**src/rtl/out_drain_pkg.sv**
```systemverilog
// Shared types for the output-buffer drain sequencer: FSM states, beat format and sizing.
package out_drain_pkg;

  function automatic int clogb2(input int value);
    int r;
    r = 0;
    while ((1 << r) < value) r++;
    return r;
  endfunction

  localparam int NUM_PE_ROW = 16;
  localparam int DATA_W     = 16;
  localparam int NB_DATA    = 8192;
  localparam int ADDR_W     = clogb2(NB_DATA);
  localparam int FIFO_DEPTH = 2;

  typedef enum logic [1:0] {
    IDLE  = 2'd0,
    RUN   = 2'd1,
    FLUSH = 2'd2,
    DONE  = 2'd3
  } state_t;

  typedef logic [NUM_PE_ROW-1:0][DATA_W-1:0] row_vec_t;

  typedef struct packed {
    row_vec_t data;
    logic     is_odd;
    logic     last;
  } beat_t;

endpackage

```
**src/rtl/out_drain_fifo2.sv**
```systemverilog
// Two-entry fall-through beat FIFO: an empty FIFO presents the incoming beat in the same cycle.
// No push-side ready; the upstream credit logic guarantees a push never meets a full FIFO.
module out_drain_fifo2
  import out_drain_pkg::*;
(
  input  logic       clk,
  input  logic       rst_AH,
  input  logic       push_vld,
  input  beat_t      push_dat,
  output logic       pop_vld,
  input  logic       pop_rdy,
  output beat_t      pop_dat,
  output logic [1:0] occupancy
);

  beat_t      mem [FIFO_DEPTH];
  logic       wr_ptr;
  logic       rd_ptr;
  logic [1:0] count;
  logic       empty;
  logic       do_write;
  logic       do_read;

  assign empty     = (count == 2'd0);
  assign pop_vld   = !empty || push_vld;
  assign pop_dat   = empty ? push_dat : mem[rd_ptr];
  // A beat that bypasses an empty FIFO and is accepted at once is never stored.
  assign do_write  = push_vld && !(empty && pop_rdy);
  assign do_read   = !empty && pop_rdy;
  assign occupancy = count;

  always_ff @(posedge clk) begin
    if (do_write) begin
      mem[wr_ptr] <= push_dat;
    end
  end

  always_ff @(posedge clk) begin
    if (rst_AH) begin
      count  <= 2'd0;
      wr_ptr <= 1'b0;
      rd_ptr <= 1'b0;
    end else begin
      if (do_write) wr_ptr <= ~wr_ptr;
      if (do_read)  rd_ptr <= ~rd_ptr;
      count <= count + {1'b0, do_write} - {1'b0, do_read};
    end
  end

endmodule

```
**src/rtl/out_buff_drain.sv**
```systemverilog
// Drains an address window of the even/odd output banks as even,odd row-vector beats; start->rEn 1 cycle, start->m_valid 2.
// Reads are credit-gated by the 2-entry FIFO under m_ready backpressure. OUT_DRAIN_RELU_EN clamps negative words to 0.
module out_buff_drain
  import out_drain_pkg::*;
#(
  parameter int num_pe_row         = NUM_PE_ROW,
  parameter int data_width_to_buff = DATA_W,
  parameter int nb_data            = NB_DATA,
  parameter int addr_width         = clogb2(nb_data)
) (
  input  logic                                     clk,
  input  logic                                     rst_AH,
  input  logic                                     start,
  input  logic [addr_width-1:0]                    base_addr,
  input  logic [addr_width:0]                      num_words,
  output logic                                     busy,
  output logic                                     done,
  output logic [num_pe_row-1:0]                    rEn_even_AH,
  output logic [num_pe_row-1:0]                    rEn_odd_AH,
  output logic [num_pe_row*addr_width-1:0]         rAddr_even,
  output logic [num_pe_row*addr_width-1:0]         rAddr_odd,
  input  logic [num_pe_row*data_width_to_buff-1:0] buff_data_out_even,
  input  logic [num_pe_row*data_width_to_buff-1:0] buff_data_out_odd,
  output logic                                     m_valid,
  input  logic                                     m_ready,
  output logic [num_pe_row*data_width_to_buff-1:0] m_data,
  output logic                                     m_is_odd,
  output logic                                     m_last
);

  localparam logic [addr_width:0] CNT_ONE = (addr_width+1)'(1);

  state_t                state;
  state_t                state_nxt;
  logic [addr_width-1:0] base_q;
  logic [addr_width:0]   num_q;
  logic [addr_width:0]   idx;
  logic [addr_width-1:0] cur_addr;
  logic [addr_width-1:0] raddr_even_q;
  logic [addr_width-1:0] raddr_odd_q;
  logic [addr_width-1:0] raddr_even;
  logic [addr_width-1:0] raddr_odd;
  logic                  odd_phase;
  logic                  inflight;
  logic                  inflight_odd;
  logic                  inflight_last;
  logic                  credit_ok;
  logic                  issue;
  logic                  issue_even;
  logic                  issue_odd;
  logic                  final_addr;
  logic [1:0]            occupancy;
  beat_t                 push_dat;
  beat_t                 pop_dat;
  logic                  pop_vld;

  assign cur_addr   = base_q + idx[addr_width-1:0];
  assign final_addr = (idx == num_q - CNT_ONE);

  // A read may only launch if its beat is guaranteed a FIFO slot, counting the one still in flight.
  assign credit_ok  = ({1'b0, occupancy} + {2'b00, inflight}) < 3'd2;
  assign issue      = (state == RUN) && credit_ok;
  assign issue_even = issue && !odd_phase;
  assign issue_odd  = issue && odd_phase;

  assign raddr_even = issue_even ? cur_addr : raddr_even_q;
  assign raddr_odd  = issue_odd  ? cur_addr : raddr_odd_q;

  assign rEn_even_AH = {num_pe_row{issue_even}};
  assign rEn_odd_AH  = {num_pe_row{issue_odd}};
  assign rAddr_even  = {num_pe_row{raddr_even}};
  assign rAddr_odd   = {num_pe_row{raddr_odd}};

  always_comb begin
    state_nxt = state;
    busy      = 1'b0;
    done      = 1'b0;
    case (state)
      IDLE: begin
        if (start) state_nxt = (num_words == '0) ? DONE : RUN;
      end
      RUN: begin
        busy = 1'b1;
        if (issue_odd && final_addr) state_nxt = FLUSH;
      end
      FLUSH: begin
        busy = 1'b1;
        // The last beat is the youngest data, so its acceptance leaves nothing buffered or in flight.
        if (pop_vld && m_ready && pop_dat.last) state_nxt = DONE;
      end
      DONE: begin
        done      = 1'b1;
        state_nxt = IDLE;
      end
      default: state_nxt = IDLE;
    endcase
  end

  always_ff @(posedge clk) begin
    if (rst_AH) begin
      state         <= IDLE;
      base_q        <= '0;
      num_q         <= '0;
      idx           <= '0;
      odd_phase     <= 1'b0;
      inflight      <= 1'b0;
      inflight_odd  <= 1'b0;
      inflight_last <= 1'b0;
      raddr_even_q  <= '0;
      raddr_odd_q   <= '0;
    end else begin
      state         <= state_nxt;
      inflight      <= issue;
      inflight_odd  <= odd_phase;
      inflight_last <= issue_odd && final_addr;
      raddr_even_q  <= raddr_even;
      raddr_odd_q   <= raddr_odd;
      if (state == IDLE && start) begin
        base_q    <= base_addr;
        num_q     <= num_words;
        idx       <= '0;
        odd_phase <= 1'b0;
      end else if (issue) begin
        odd_phase <= ~odd_phase;
        if (odd_phase) idx <= idx + CNT_ONE;
      end
    end
  end

  always_comb begin
    push_dat        = '0;
    push_dat.data   = inflight_odd ? buff_data_out_odd : buff_data_out_even;
    push_dat.is_odd = inflight_odd;
    push_dat.last   = inflight_last;
  end

  out_drain_fifo2 u_fifo (
    .clk       (clk),
    .rst_AH    (rst_AH),
    .push_vld  (inflight),
    .push_dat  (push_dat),
    .pop_vld   (pop_vld),
    .pop_rdy   (m_ready),
    .pop_dat   (pop_dat),
    .occupancy (occupancy)
  );

  assign m_valid  = pop_vld;
  assign m_is_odd = pop_dat.is_odd;
  assign m_last   = pop_dat.last;

`ifdef OUT_DRAIN_RELU_EN
  always_comb begin
    m_data = pop_dat.data;
    for (int i = 0; i < num_pe_row; i++) begin
      if (pop_dat.data[i][data_width_to_buff-1]) begin
        m_data[i*data_width_to_buff +: data_width_to_buff] = '0;
      end
    end
  end
`else
  assign m_data = pop_dat.data;
`endif

endmodule
```
**config.mk**
```make
export PLATFORM = sky130hd
export DESIGN_NAME = out_buff_drain
export DESIGN_NICKNAME = d
export VERILOG_FILES = /design/src/rtl/out_drain_pkg.sv /design/src/rtl/out_drain_fifo2.sv /design/src/rtl/out_buff_drain.sv
export SDC_FILE = /design/constraint.sdc
export NUM_CORES = 1
export LEC_CHECK = 0
export BUFFER_PORTS_ARGS = -buffer_cell sky130_fd_sc_hd__buf_2
export CAP_MARGIN = 30
export CORE_AREA = 2 2 492 494
export DETAILED_ROUTE_END_ITERATION = 16
export DIE_AREA = 0 0 494 496
export GPL_ROUTABILITY_DRIVEN = 0
export PLACE_DENSITY = 0.31
export SLEW_MARGIN = 30
export SYNTH_ARGS = -nofsm -noshare
export SYNTH_HDL_FRONTEND = slang
export SYNTH_SLANG_ARGS = --single-unit
```
**constraint.sdc**
```tcl
create_clock -name clk -period 22.7 [get_ports clk]
set_input_delay 0 -clock clk [delete_from_list [all_inputs] [get_ports clk]]
set_output_delay 0 -clock clk [all_outputs]
set_load 0.05 [all_outputs]
```
* Yosys cells after proc, flatten, opt, wreduce, memory -nomap -nowiden
Memories as Yosys holds them, arrays and structs flattened. A register that Yosys moved wholly into a read port is not among the register bits. Index checks and enable logic that the tools add are counted.
Storage, ports and cells: memories kept 1, bits in registers 77, RAM bits 516, input bits 543, output and inout port bits 709
Cells by class: add/sub/neg operators 6, $lt $le $gt $ge 1, bitwise gates (word level) 3, mux-type cells 15, equality and inequality tests 7, reductions and logical operators 21
Memory list:
- u_fifo.mem | words 2, width 258, rd ports 1, clocked after Yosys merged registers in 1, wr ports 1, line out_drain_fifo2.sv:16 | beat_t mem [FIFO_DEPTH];
Operators by type and width (number):
- 2-to-1 mux 258 bit | 1
- 2-to-1 mux 256 bit | 1
- 2-to-1 mux 13 bit | 2
- adder 14 x 1 -> 14 bit (second input constant) | 1
- == test 14 bit | 1
- logical NOT 14 bit | 1
- subtractor 14 x 1 -> 14 bit (second input constant) | 1
- adder 13 bit | 1
- logical AND 1 bit | 10
- 2-to-1 mux 2 bit | 4
- case mux 2 bit (4 select lines) | 1
- 2-to-1 mux 1 bit | 6
- == test 2 bit (second input constant) | 2
- logical NOT 2 bit | 2
- inequality test 2 bit (second input constant) | 2
- OR reduction 2 bit | 2
- adder 2 x 1 -> 3 bit | 1
- logical NOT 1 bit | 3
- < comparator 3 x 2 -> 1 bit (second input constant) | 1
- inverter 1 bit | 3
- AND reduction 3 bit | 1
- adder 2 x 1 -> 2 bit | 1
- == test 2 x 1 -> 1 bit (second input constant) | 1
- inequality test 2 x 1 -> 1 bit (second input constant) | 1
- other kinds (3) | 3

* Longest topological paths before layout
Gate-level depths: netlist of run 1.
word-level depth 7, mapped depth 12, gate-level depth less buffers 12

* By module
Synthesis of run 1 repeated with hierarchy kept, for this count alone.
Unflattened totals: cell total of the unflattened synthesis 2585, area, all modules 31351.3 µm²
Modules (own cells, without submodules):
- out_drain_fifo2 | cells each 1403, area each 21330.5 µm², instances 1
- out_buff_drain | cells each 1182, area each 10020.9 µm², instances 1

* Worst setup path after synthesis of run 1
OpenSTA, ideal clock, no wires.
path kind reg2reg, from register u_fifo.count[1] (netlist: u_fifo.occupancy[1]), to memory u_fifo.mem[0][0] in the netlist's numbering (enable), arrival time 12337 ps, cell stages (with the launch flop) 5, path buffers 1, path slack 9451 ps, data required time 21787 ps, period minus slack after synthesis 13249 ps, path through dfxtp_1 nor2_1 clkbuf_1 a21boi_0 nor2b_1
On the way: word-level cells in the longest chain between the ends 6
RTL lines:
- start: declaration | line out_drain_fifo2.sv:19 | logic [1:0] count;
- start signal: assignment | line out_drain_fifo2.sv:46 | count <= count + {1'b0, do_write} - {1'b0, do_read};
- logical NOT 2 bit | line out_drain_fifo2.sv:24 | assign empty = (count == 2'd0);
- logical AND 1 bit | line out_drain_fifo2.sv:28 | assign do_write = push_vld && !(empty && pop_rdy);
- logical NOT 1 bit | line out_drain_fifo2.sv:28
- logical AND 1 bit | line out_drain_fifo2.sv:28
- named net u_fifo.do_write | line out_drain_fifo2.sv:21 | logic do_write;
- 2-to-1 mux 1 bit | line out_drain_fifo2.sv:33 | if (do_write) begin
- 2-to-1 mux 1 bit (not written as such) | line out_drain_fifo2.sv:34 | mem[wr_ptr] <= push_dat;
- end: declaration | line out_drain_fifo2.sv:16
The timed path passes the listed nets, and every way through them passes these cells.

* Final worst setup path of run 1
from register u_fifo.count[0] (netlist: u_fifo.occupancy[0]), to memory u_fifo.mem[1][249] in the netlist's numbering (enable)
The elaborated chain is that of the path after synthesis.

==> results.toml, run 1 <==
[run_status]
outcome = "completed"

[clock_tree]
cts_tree = "built"
clock-root-buffer = "clkbuf_16"
hold_buffers = 594
post_cts_buffers = 0
cts-htree-levels = 3
cts_buffers = 79
clkLatencyLatePin_ns = 0.68
clockBufferDepth = 3
clk_pin_slew_ns = 0.06
cts_sinks = 594
cts_resized = 0

[power]
p_per_area_nw_per_um2 = 130
leakagePower_nw = 18.5
total_power_mw = 6.00
peakVddDrop_uv = 100

[global_route]
grt_max_degree = 186
first_global_vias = 24200
grt_usage_pct = 9.94
antenna_found_initial = 17
overflow = 0
grt_pass1_wl_um = 175000

[critical_path]
crit_chain = "nor2_4, a21boi_0, and2_4, buf_6, buf_4, buf_4, buf_4"
crit_path_max_fanout = 61
crit_arrival_ns = 5.02
critPathSlowestCell = "buf_4"
path_common_cell = "buf_4"
startpoint_type = "flip-flop"
cp-end-kind = "flip-flop"
cpPeakStageDelay_ns = 0.76
worst-endpoint-required_ns = 23.02
path_class = "flip-flop to flip-flop"

[timing]
setup_violations = 0
slew_viol_final = 0
rsz0062_at_grt = "no"
hold_violations = 0
finClkSkew_ns = 0.0322
worstMarginPinSlew_ns = 1.08
period_share_pct = 20.7
clock.fmax_mhz = 213
post-route-min-period_ns = 4.70
max-slew-margin-rel_pct = 28.0
whs_ns = 0.185
finalSetupTns_ns = 0

[worst_hold_path]
hold_class = "input pin to flip-flop"

[synthesis]
mappedNetlistNets = 3183
synth_seq_cells = 594
synth_top_flop_cell = "edfxtp_1"
synth_edf_count = 516
yosys.area_share.simple_pct = 6.81
synthesis.area_um2 = 31100
synth-compound-area-share_pct = 6.11
yosys-top-cells-area = "edfxtp_1 50%, buf_4 10%, mux2_2 9.6%"
ys_seq_area_share_pct = 54.9
synth_cell_types = 60
yosys_warnings = 0
syn_avg_cell_area_um2 = 11.9
synth_mux_area_share_pct = 18.0
synth_top_family_by_area = "multiplexers"
synth_fa_ha_area_share_pct = 0.910
synth-xor-area-share_pct = 1.13
ys_async_sr_fraction_pct = 0
netlist_instances = 2618
synth.largest_area_cell = "edfxtp_1"
yosysTopAreaCellShare_pct = 49.9

[placed_design]
dpl.hpwl_um = 90000
numPortBuffers = 1251

[floorplanning]
die_area_um2 = 245000
core_um2 = 240000
rows = 180
die_h_um = 496
io_pins = 1252
die_x_um = 494
start_util_pct = 13.0

[routing]
firstDrtPassIters = 7
drc_errors = 0
postRouteAntennaNets = 0
routed_wl_um = 130000
wire_per_inst_um = 17.9
via_per_inst = 3.35
drtIter0Drc = 1088
dr_total_vias = 24400

[cells_and_area]
drive_gt1_share_pct = 40.8
nFillCells = 26300
area_growth_pct = 49.0
fin_nets = 4578

[flow_run]
maxCapViolCount = 0
[cell families after synthesis]
| logic type | Yosys count |
|---|---|
| flops | 594 |
| buf+inv | 583 |
| mux | 524 |
| simple gates | 496 |
| compound gates | 359 |
| xor+xnor | 40 |
| fa+ha+maj | 22 |
[path summary, 6_finish.rpt]
kind	startpoint	endpoint	slack, ns	depth (start not counted)
worst max-delay path	u_fifo.occupancy[0]$_SDFF_PP0_	u_fifo.mem[1][249]$_DFFE_PP_	18.00	7
worst min-delay path	buff_data_out_odd[174]	u_fifo.mem[0][176]$_DFFE_PP_	0.19	3
worst max register to register	u_fifo.occupancy[0]$_SDFF_PP0_	u_fifo.mem[1][249]$_DFFE_PP_	18.00	7
worst min register to register	raddr_even_q[9]$_SDFF_PP0_	raddr_even_q[9]$_SDFF_PP0_	0.46	2
[where the power goes]
group	total, mW	leakage [nW]	switching (mW)	internal (mW)
clock	1.16	1.14	0.511	0.652
combinational	3.50	12.1	2.69	0.802
sequential	1.35	5.29	0.0418	1.30
[critical path, delay by kind of cell (launching register included)]
kind	cells	cell delay, ns
and+or+nand+nor	2	0.47
buffers and inverters	4	2.66
DFF	1	0.41
AOI/OAI and AO/OA	1	0.47
[layout make-up]
class | instances | area (µm²) | area share, %
diodes | 6 | 15.0 | 0.0324
clock buffers | 107 | 2090 | 4.52
clock inverters | 31 | 287 | 0.619
inverters | 21 | 78.8 | 0.170
multi-input cells | 1441 | 10200 | 22.1
flip-flops and latches | 594 | 17100 | 36.9
well taps | 3185 | 3990 | 8.61
repair buffers | 1876 | 12500 | 27.0
[layer usage]
layer	wire length (µm)	up-vias	share of wire (%)	global-route usage [%]
met2	66100	963	51	18.3
li1	-	11800	-	-
met4	4610	4	3.6	3.83
met3	7280	172	5.6	2.13
met5	27	-	0.021	0
met1	51900	11500	40	11.1
[state kept, by name, indices dropped and copies added, names as in the netlist, 2 cells and up, named ones only]
register,flops
raddr_odd_q,13
idx,14
u_fifo.occupancy,2
raddr_even_q,13
u_fifo.mem,516
state,2
num_q,14
base_q,13
[placed cells by master, fill, tap and decap left out, types with 4 or more instances in the layout]
cell type      netlist  final
a21oi_1             56     56
nor3_1              10     10
buf_2                1   1251
nand2_1            374    372
ha_1                21     21
mux2i_1            260    260
nor4_1              11     11
clkbuf_1           120     27
edfxtp_1           516    516
nor2b_1             18     17
dfxtp_1             78     76
dlygate4sd3_1        0    594
buf_4              422     23
nand3_1             12     12
a41oi_1              4      4
o21ai_0            269    267
xnor2_1             24     24
clkinv_1             1     16
clkinv_2             0      5
nand3b_1             4      4
clkinv_16            0      4
inv_1               19     19
nand4_1              6      6
or3_1                6      6
clkbuf_16            0     79
mux2_2             264    264
nor2_1              30     29
xor2_1              16     16
a31oi_1              6      6
diode_2              0      6
[metrics by stage]
stage	worst slack, ns	instance area, µm²	instances	util [%]
2_1_floorplan	9.45	31100	2618	-
3_3_place_gp	17.56	37900	6521	15.8
3_5_place_dp	17.79	37900	6521	15.8
4_1_cts	17.53	46200	7253	19.3
5_1_grt	17.58	46300	7258	19.3
6_report	18.00	46300	7261	19.3
[cell usage after synthesis, drive strengths merged, types with 3 or more instances]
cell type / count
mux2i: 260
xor2: 16
mux2: 264
a41oi: 4
and3: 3
nor4b: 3
nand4: 6
nor2b: 18
nor3: 10
o21ai: 271
inv: 20
nor4: 11
a21boi: 3
clkbuf: 120
nor2: 30
dfxtp: 78
and2: 4
a21oi: 56
o41ai: 3
buf: 442
edfxtp: 516
ha: 21
a31oi: 6
nand2: 374
xnor2: 24
nand3b: 4
or3: 7
nand3: 12
nand2b: 3
(Power assumes the default switching activity.)
==> run 2: changes to the inputs <==
==> constraint.sdc (replaced) <==
create_clock -name clk -period 4.8 [get_ports clk]
set_input_delay 0 -clock clk [delete_from_list [all_inputs] [get_ports clk]]
set_output_delay 0 -clock clk [all_outputs]
set_load 0.05 [all_outputs]
==> results.toml, run 2 (synthesized netlist as in run 1, its figures left out) <==
[clock_tree]
cts_tree = "built"
clockBufferDepth = 3
cts_sinks = 594
post_cts_buffers = 0
cts_resized = 0
cts_buffers = 78
clock-root-buffer = "clkbuf_16"
clkLatencyLatePin_ns = 0.69
hold_buffers = 577
clk_pin_slew_ns = 0.06
cts-htree-levels = 3

[power]
peakVddDrop_uv = 860
leakagePower_nw = 18.7
p_per_area_nw_per_um2 = 620
total_power_mw = 28.8

[timing]
whs_ns = 0.179
period_share_pct = 84.0
slew_viol_final = 0
post-route-min-period_ns = 4.03
setup_violations = 0
hold_violations = 0
finClkSkew_ns = 0.0207
worstMarginPinSlew_ns = 0.918
clock.fmax_mhz = 248
max-slew-margin-rel_pct = 38.6
rsz0062_at_grt = "no"

[placed_design]
dpl.hpwl_um = 93700
numPortBuffers = 1251

[routing]
postRouteAntennaNets = 0
firstDrtPassIters = 5
dr_total_vias = 24500
routed_wl_um = 132000
drtIter0Drc = 1324
wire_per_inst_um = 18.1
drc_errors = 0
via_per_inst = 3.37

[critical_path]
critPathSlowestCell = "inv_2"
path_common_cell = "nand2_1"
worstRegToRegCells = 13
rrSetupSlack_ns = 1.21
reg2reg_from = "state[1]$_SDFFE_PP0P_"
worst-endpoint-required_ns = 4.80
crit_path_max_fanout = 22
crit_chain = "inv_1, ha_1, nand3b_1, inv_1, nand2_1, inv_2, buf_4, nand2_1, mux2_2, nand2_1, buf_2"
crit_arrival_ns = 4.03
critPathBufInv = 5
cpPeakStageDelay_ns = 0.52
cp-end-kind = "output pin"
rr_endpoint = "state[0]$_SDFFE_PP0P_"
path_class = "flip-flop to output pin"
startpoint_type = "flip-flop"
crit_family = "buffers and inverters"

[floorplanning]
core_um2 = 240000
start_util_pct = 13.0
die_x_um = 494
io_pins = 1252
die_h_um = 496
die_area_um2 = 245000
rows = 180

[global_route]
grt_pass1_wl_um = 177000
first_global_vias = 23800
overflow = 0
antenna_found_initial = 18
grt_max_degree = 170
grt_usage_pct = 10.1

[worst_hold_path]
hp-start = "buff_data_out_even[166]"
min_delay_path_depth = 3
hold_class = "input pin to flip-flop"
hold_end = "u_fifo.mem[0][168]$_DFFE_PP_"

[cells_and_area]
layout_common_cells = "1251 x buf_2, 577 x dlygate4sd3_1, 516 x edfxtp_1"
fin_nets = 4582
top_register = "u_fifo.mem"
largest_reg_flops = 516
area_growth_pct = 49.7
final_common_cell = "buf_2"
drive_gt1_share_pct = 41.4
largestRegisters = "u_fifo.mem: 516 flops, idx: 14 flops, num_q: 14 flops"

[run_status]
outcome = "completed"

[flow_run]
maxCapViolCount = 0
==> run 2: power by group <==
| part | leakage [nW] | internal [mW] | switching (mW) | total, mW |
|---|---|---|---|---|
| Clock | 1.17 | 3.19 | 2.43 | 5.62 |
| Sequential | 5.30 | 6.16 | 0.222 | 6.38 |
| Combinational | 12.2 | 3.87 | 12.9 | 16.8 |
| Total | 18.7 | 13.2 | 15.6 | 28.8 |
==> run 2: metrics by stage <==
stage	setup TNS [ns]	worst slack (ns)	cells	util, %	instance area, µm²
after CTS	0	0.575	7262	19.4	46400
final	0	0.766	7271	19.4	46500
after global routing	0	0.412	7268	19.4	46500
after global placement	0	1.47	6543	15.9	38200
after detailed placement	0	1.42	6544	16.0	38200
after floorplan	-68.23	-0.264	2618	-	31100
==> run 2: worst max-delay path by stage <==
stage	startpoint	endpoint	slack (ns)	depth (start not counted)
floorplan	u_fifo.occupancy[1]$_SDFF_PP0_	u_fifo.mem[0][0]$_DFFE_PP_	-0.26	4
global placement	state[1]$_SDFFE_PP0P_	rAddr_odd[190]	1.47	11
detailed placement	state[1]$_SDFFE_PP0P_	rAddr_odd[190]	1.42	11
CTS	state[1]$_SDFFE_PP0P_	rAddr_odd[190]	0.57	11
global route	state[1]$_SDFFE_PP0P_	rAddr_odd[190]	0.41	11
finish	state[1]$_SDFFE_PP0P_	rAddr_odd[8]	0.77	11
==> run 2: area by class of cell <==
cell class                 count  area, µm²
tap                         3185       3990
fill                       26400     193000
timing repair buffer        1881      12700
multi-input combinational   1441      10300
sequential                   594      17100
antenna                        8       20.0
clock inverter                37        344
clock buffer                 104       2080
inverter                      21       78.8
==> run 2: worst register-to-register path, delay by kind of cell, from the launching register on <==
kind	cells	cell delay, ns
buffers and inverters	4	1.29
adders and majority gates	1	0.20
AOI/OAI and AO/OA	4	0.74
DFF	1	0.34
and+or+nand+nor	4	0.97
==> run 2: layer usage <==
| metal | global-route usage, % | part of all wire [%] | vias to the layer above |
|---|---|---|---|
| met4 | 3.71 | 3.0 | 2 |
| li1 | - | - | 11800 |
| met1 | 11.2 | 40 | 11600 |
| met5 | 0 | 0.0068 | - |
| met2 | 18.7 | 52 | 979 |
| met3 | 2.08 | 5.6 | 152 |
